File: config.mk
export PLATFORM = sky130hd
export DESIGN_NAME = ex_mem_stage
export DESIGN_NICKNAME = d
export VERILOG_FILES = /design/src/rtl/ex_mem_stage.sv
export SDC_FILE = /design/constraint.sdc
export NUM_CORES = 1
export LEC_CHECK = 0
export BUFFER_PORTS_ARGS = -buffer_cell sky130_fd_sc_hd__buf_2
export CAP_MARGIN = 10
export CORE_ASPECT_RATIO = 0.5
export CORE_MARGIN = 2
export CORE_UTILIZATION = 37
export DETAILED_ROUTE_END_ITERATION = 16
export PLACE_DENSITY = 0.67
export SYNTH_ARGS = -nofsm -noshare
export SYNTH_HDL_FRONTEND = slang
export SYNTH_SLANG_ARGS = --single-unit
File: constraint.sdc
create_clock -name clk -period 1.6 [get_ports clk]
set_input_delay 0.16 -clock clk [delete_from_list [all_inputs] [get_ports clk]]
set_output_delay 0.16 -clock clk [all_outputs]
set_load 0.1 [all_outputs]
File: src/rtl/ex_mem_stage.sv
// rtl/ex_mem_stage.sv - EX/MEM pipeline register with a data-memory access FSM.
// Optional build macro: MISALIGN_TRAP_EN (misaligned accesses trap instead of issuing).
module ex_mem_stage (
  input  logic        clk,
  input  logic        rst,
  input  logic        load,
  input  logic        flush,
  input  logic        valid_in,
  input  logic [31:0] alu_in,
  input  logic        br_en_in,
  input  logic [31:0] rs2_in,
  input  logic [31:0] pc_in,
  input  logic        mem_read_in,
  input  logic        mem_write_in,
  input  logic [2:0]  funct3_in,
  input  logic [4:0]  rd_in,
  input  logic [3:0]  regfilemux_sel_in,
  output logic        valid_out,
  output logic [31:0] alu_out,
  output logic        br_en_out,
  output logic [31:0] pc_out,
  output logic [4:0]  rd_out,
  output logic [3:0]  regfilemux_sel_out,
  output logic [31:0] data_mem_address,
  output logic [31:0] data_mem_wdata,
  output logic [3:0]  data_mem_mbe,
  output logic        data_mem_read,
  output logic        data_mem_write,
  input  logic        data_mem_resp,
  input  logic [31:0] data_mem_rdata,
  output logic [31:0] mem_rdata_out,
  output logic        mem_stall,
  output logic        misaligned_out
);

  typedef enum logic [1:0] {IDLE, ACCESS, DONE} state_e;

  state_e      state_q, state_d;
  logic        valid_q, valid_d, br_en_q, br_en_d;
  logic [31:0] alu_q, alu_d, rs2_q, rs2_d, pc_q, pc_d, mem_rdata_q, mem_rdata_d;
  logic        mem_read_q, mem_read_d, mem_write_q, mem_write_d;
  logic [2:0]  funct3_q, funct3_d;
  logic [4:0]  rd_q, rd_d;
  logic [3:0]  rfsel_q, rfsel_d;
  logic        flush_pend_q, flush_pend_d;
  logic        capture, mem_op, trap;
  logic [3:0]  mbe_raw;
  logic [31:0] wdata_raw;

  assign capture = (state_q != ACCESS) && load;
  assign mem_op  = valid_in && !flush && (mem_read_in || mem_write_in);

`ifdef MISALIGN_TRAP_EN
  logic misaligned_q, misaligned_d, capture_misaligned;

  always_comb begin
    capture_misaligned = 1'b0;
    case (funct3_in)
      3'b001, 3'b101: capture_misaligned = alu_in[0];
      3'b010:         capture_misaligned = (alu_in[1:0] != 2'b00);
      default:        capture_misaligned = 1'b0;
    endcase
  end

  assign trap = mem_op && capture_misaligned;

  always_comb begin
    misaligned_d = misaligned_q;
    if (capture) misaligned_d = trap;
  end

  always_ff @(posedge clk or negedge rst) begin
    if (!rst) misaligned_q <= 1'b0;
    else      misaligned_q <= misaligned_d;
  end

  assign misaligned_out = misaligned_q;
`else
  assign trap           = 1'b0;
  assign misaligned_out = 1'b0;
`endif

  always_comb begin
    state_d      = state_q;
    valid_d      = valid_q;
    alu_d        = alu_q;
    br_en_d      = br_en_q;
    rs2_d        = rs2_q;
    pc_d         = pc_q;
    mem_read_d   = mem_read_q;
    mem_write_d  = mem_write_q;
    funct3_d     = funct3_q;
    rd_d         = rd_q;
    rfsel_d      = rfsel_q;
    mem_rdata_d  = mem_rdata_q;
    flush_pend_d = flush_pend_q;
    case (state_q)
      IDLE, DONE: begin
        if (load) begin
          valid_d      = valid_in && !flush;
          alu_d        = alu_in;
          br_en_d      = br_en_in;
          rs2_d        = rs2_in;
          pc_d         = pc_in;
          mem_read_d   = mem_read_in;
          mem_write_d  = mem_write_in;
          funct3_d     = funct3_in;
          rd_d         = rd_in;
          rfsel_d      = regfilemux_sel_in;
          flush_pend_d = 1'b0;
          state_d      = (mem_op && !trap) ? ACCESS : IDLE;
        end
      end
      ACCESS: begin
        // A flush cannot abort the bus transaction; it only kills the result.
        if (flush) flush_pend_d = 1'b1;
        if (data_mem_resp) begin
          mem_rdata_d  = data_mem_rdata;
          valid_d      = valid_q && !(flush_pend_q || flush);
          flush_pend_d = 1'b0;
          state_d      = DONE;
        end
      end
      default: state_d = IDLE;
    endcase
  end

  always_ff @(posedge clk or negedge rst) begin
    if (!rst) begin
      state_q      <= IDLE;
      valid_q      <= 1'b0;
      alu_q        <= '0;
      br_en_q      <= 1'b0;
      rs2_q        <= '0;
      pc_q         <= '0;
      mem_read_q   <= 1'b0;
      mem_write_q  <= 1'b0;
      funct3_q     <= '0;
      rd_q         <= '0;
      rfsel_q      <= '0;
      mem_rdata_q  <= '0;
      flush_pend_q <= 1'b0;
    end else begin
      state_q      <= state_d;
      valid_q      <= valid_d;
      alu_q        <= alu_d;
      br_en_q      <= br_en_d;
      rs2_q        <= rs2_d;
      pc_q         <= pc_d;
      mem_read_q   <= mem_read_d;
      mem_write_q  <= mem_write_d;
      funct3_q     <= funct3_d;
      rd_q         <= rd_d;
      rfsel_q      <= rfsel_d;
      mem_rdata_q  <= mem_rdata_d;
      flush_pend_q <= flush_pend_d;
    end
  end

  always_comb begin
    mbe_raw   = 4'b0000;
    wdata_raw = rs2_q;
    case (funct3_q)
      3'b000, 3'b100: begin
        mbe_raw   = 4'b0001 << alu_q[1:0];
        wdata_raw = {4{rs2_q[7:0]}};
      end
      3'b001, 3'b101: begin
        mbe_raw   = 4'b0011 << {alu_q[1], 1'b0};
        wdata_raw = {2{rs2_q[15:0]}};
      end
      3'b010: begin
        mbe_raw   = 4'b1111;
        wdata_raw = rs2_q;
      end
      default: begin
        mbe_raw   = 4'b0000;
        wdata_raw = rs2_q;
      end
    endcase
  end

  // Byte enables and write data qualify a live request, so they are quiet outside ACCESS.
  assign data_mem_mbe       = (state_q == ACCESS) ? mbe_raw : 4'b0000;
  assign data_mem_wdata     = (state_q == ACCESS) ? wdata_raw : 32'h0;
  assign data_mem_address   = {alu_q[31:2], 2'b00};
  assign data_mem_read      = (state_q == ACCESS) && mem_read_q;
  assign data_mem_write     = (state_q == ACCESS) && mem_write_q;
  assign mem_stall          = (state_q == ACCESS);
  assign valid_out          = valid_q;
  assign alu_out            = alu_q;
  assign br_en_out          = br_en_q;
  assign pc_out             = pc_q;
  assign rd_out             = rd_q;
  assign regfilemux_sel_out = rfsel_q;
  assign mem_rdata_out      = mem_rdata_q;

endmodule

==> results.tsv <==
metric	value	unit
outcome	finished with violations	
failing checks	negative setup slack	
crit path DAT	1.80	ns
Top FF cell, synth	dfrtp_1	
critical path startpoint category	register	
Crit path largest cell delay	0.46	ns
fin nets	1097	
CTS Buf Count	17	
hold path cells	2	
via count	5570	
full die area	0.0183	mm2
final-layout fill cell count	1056	
Clock Skew	0.0116	ns
Critical Path RT	1.44	ns
Avg WL per Cell	18.2	um
fin crit share	123	%
WS Path Type	register to output pin	
Layout Utilization	72.0	%
vias in the first global route	6154	
core footprint	0.0166	mm2
reg2reg end	rs2_q[6]	
# setup viols final	39	
Yosys reg bits	147	
critical path's slowest cell	dfrtp_2	
Root Buffer	clkbuf_16	
gpl congestion	0.750	
dpl ws	0.0490	ns
WHS	0.0216	ns
Clk Latency, worst-skew pair	0.42	ns
Leakage	5.52	nW
DRT antenna net count	0	
Tightest Pin Transition	0.524	ns
global-route wire length before repair	33300	um
Slew Viols, Final	0	
PortBufs	324	
Period minus WS final	1.96	ns
area grow syn2layout	87.6	%
DR vias/cell	4.68	
cells on worst reg2reg path	5	
FP Rows	33	
clk slew on worst S/H paths	0.06	ns
Remaining DRCs	0	
CP Launch Point	funct3_q[0]	
endpoints failing hold	0	
clk buf depth	2	
Syn Std Cell Area	0.00637	mm2
CTS sink cnt	147	
Pwr Density	1560	mW/mm2
Synth top area share	57.7	%
initial antenna violation count	1	
die height	96.8	um
pin count of the biggest net entering global routing	41	
Final Instance Count excl. Fillers	1189	
share of layout cells above drive strength 1	67.1	%
Syn Inst Count	453	
Inst Count DP	978	
VDD IR max	1.42	mV
element type at the critical path end	output pin	
H-tree Lvls	4	
fraction of registers with async set or reset after synthesis	100	%
biggest area consumer among synthesized cells	dfrtp_1	
top cells by count, synth	mux2_2, dfrtp_1, buf_4	
HP Class	input pin to register	
Die X	190	um
register area share after synthesis	57.7	%
reg2reg start	state_q[0]	
EDFF count, synth	0	
drt pass-1 iters	4	
RSZ-0062 raised after global routing	yes	
Hold Path Origin	alu_in[0]	
CTS tree	built	
Final Power	18.6	mW
CP Max Fanout	7	
Synth Warn #	0	
storage element area	0.00369	mm2
top-count cell post-synth	mux2_2	
synthesized area per cell	14.1	um2
Min-Delay Endpoint	alu_out[0]	
I/O pins	328	
DRT iter0 DRCs	183	
GR Overflow Total	0	
fmax	0.510	GHz
Yosys cell types	24	
starting density of the core	38.4	%
GRT Resource Usage Total	23.5	%
max_slew headroom	65.3	%
top cells by area, synth	dfrtp_1, mux2_2, buf_4, mux2i_1, nor2_1	
Max-cap violations	0	
critical-path cell list	buf_16, nor2_4, buf_6, nand2_4, a21oi_4, buf_12	
worst reg2reg setup slack	0.05	ns
Post-DP HPWL	12700	um
setup ws final	-0.361	ns
Routed WL	21700	um
area of the multi-input gates	0.00283	mm2
-- registers in the layout, summed over array words and instances, names as in the netlist --
| register | count |
|---|---|
| alu_out | 32 |
| br_en_out | 1 |
| flush_pend_q | 1 |
| funct3_q | 3 |
| mem_rdata_out | 32 |
| mem_read_q | 1 |
| mem_write_q | 1 |
| pc_out | 32 |
| rd_out | 5 |
| regfilemux_sel_out | 4 |
| rs2_q | 32 |
| state_q | 2 |
| valid_out | 1 |
-- layer usage --
layer	track usage, %	wire length, um	up-vias
met4	9.36	586	0
met1	26.6	8350	2827
met3	4.32	779	43
li1	-	-	2537
met5	0	0	-
met2	43.6	12000	163
-- critical path, delay by kind of cell (launching register included) --
family | cells | cell delay, ns
AND/OR/NAND/NOR | 2 | 0.21
AO/OA/AOI/OAI | 1 | 0.19
buffers and inverters | 3 | 0.52
flip-flops | 1 | 0.46
-- how the worst max path moves through the flow --
stage,to,cells past startpoint
detailed placement,data_mem_wdata[29],5
global route,data_mem_wdata[8],6
CTS,data_mem_wdata[31],5
finish,data_mem_wdata[8],6
floorplan,data_mem_wdata[16],3
global placement,data_mem_wdata[24],5
-- cells in the final DEF, fill, tap and decap left out, types with 5 or more instances in the layout --
cell / instances
o21ai_0: 5
o21ai_1: 5
a21oi_4: 10
mux2_2: 143
mux2i_1: 8
mux2i_4: 8
and2_4: 10
buf_2: 284
buf_12: 55
mux2_4: 8
buf_4: 29
dfrtp_1: 142
nor2_4: 17
clkbuf_16: 19
nand2_4: 9
clkinvlp_4: 5
dlygate4sd3_1: 146
buf_16: 5
buf_6: 10
-- stage by stage --
stage	instance area [um2]	TNS, ns
after floorplan	6660	-1.72
after global placement	9130	0
after detailed placement	9130	0
after CTS	11700	-9.23
after global routing	12000	-12.27
final	12000	-10.21
-- cell type report --
type / instances / area share [%]
Multi-Input combinational cell: 249 / 23.7
Antenna cell: 1 / 0.0209
Clock inverter: 12 / 1.50
Clock buffer: 20 / 3.74
Sequential cell: 147 / 30.9
Timing Repair inverter: 1 / 0.0628
Timing Repair Buffer: 531 / 37.7
Tap cell: 227 / 2.38
Inverter: 1 / 0.0628
-- kinds of logic (layout without fill, tap and decap cells) --
group           after synthesis  in the layout  share of synthesized area, %
mux                         168            168                          29.4
simple gates                 51             51                          3.91
flops                       147            147                          57.7
other cells                   1              4                        0.0589
compound gates               27             27                          2.34
buf+inv                      59            565                          6.60
-- timing repair --
item	in CTS	in global routing
pin swaps	37	9
hold buffers	146	0
setup endpoints to repair	39	56
gates cloned	5	2
buffers inserted	11	15
resized for setup	70	16
endpoints found under the hold margin	201	0
-- power by group --
| group | internal, mW | switching, mW | leakage (nW) |
|---|---|---|---|
| clock network | 2.66 | 1.62 | 0.297 |
| logic | 2.35 | 7.09 | 3.49 |
| registers | 4.44 | 0.472 | 1.73 |
| total | 9.45 | 9.19 | 5.52 |
No activity file was read; power rests on OpenSTA's default activity.
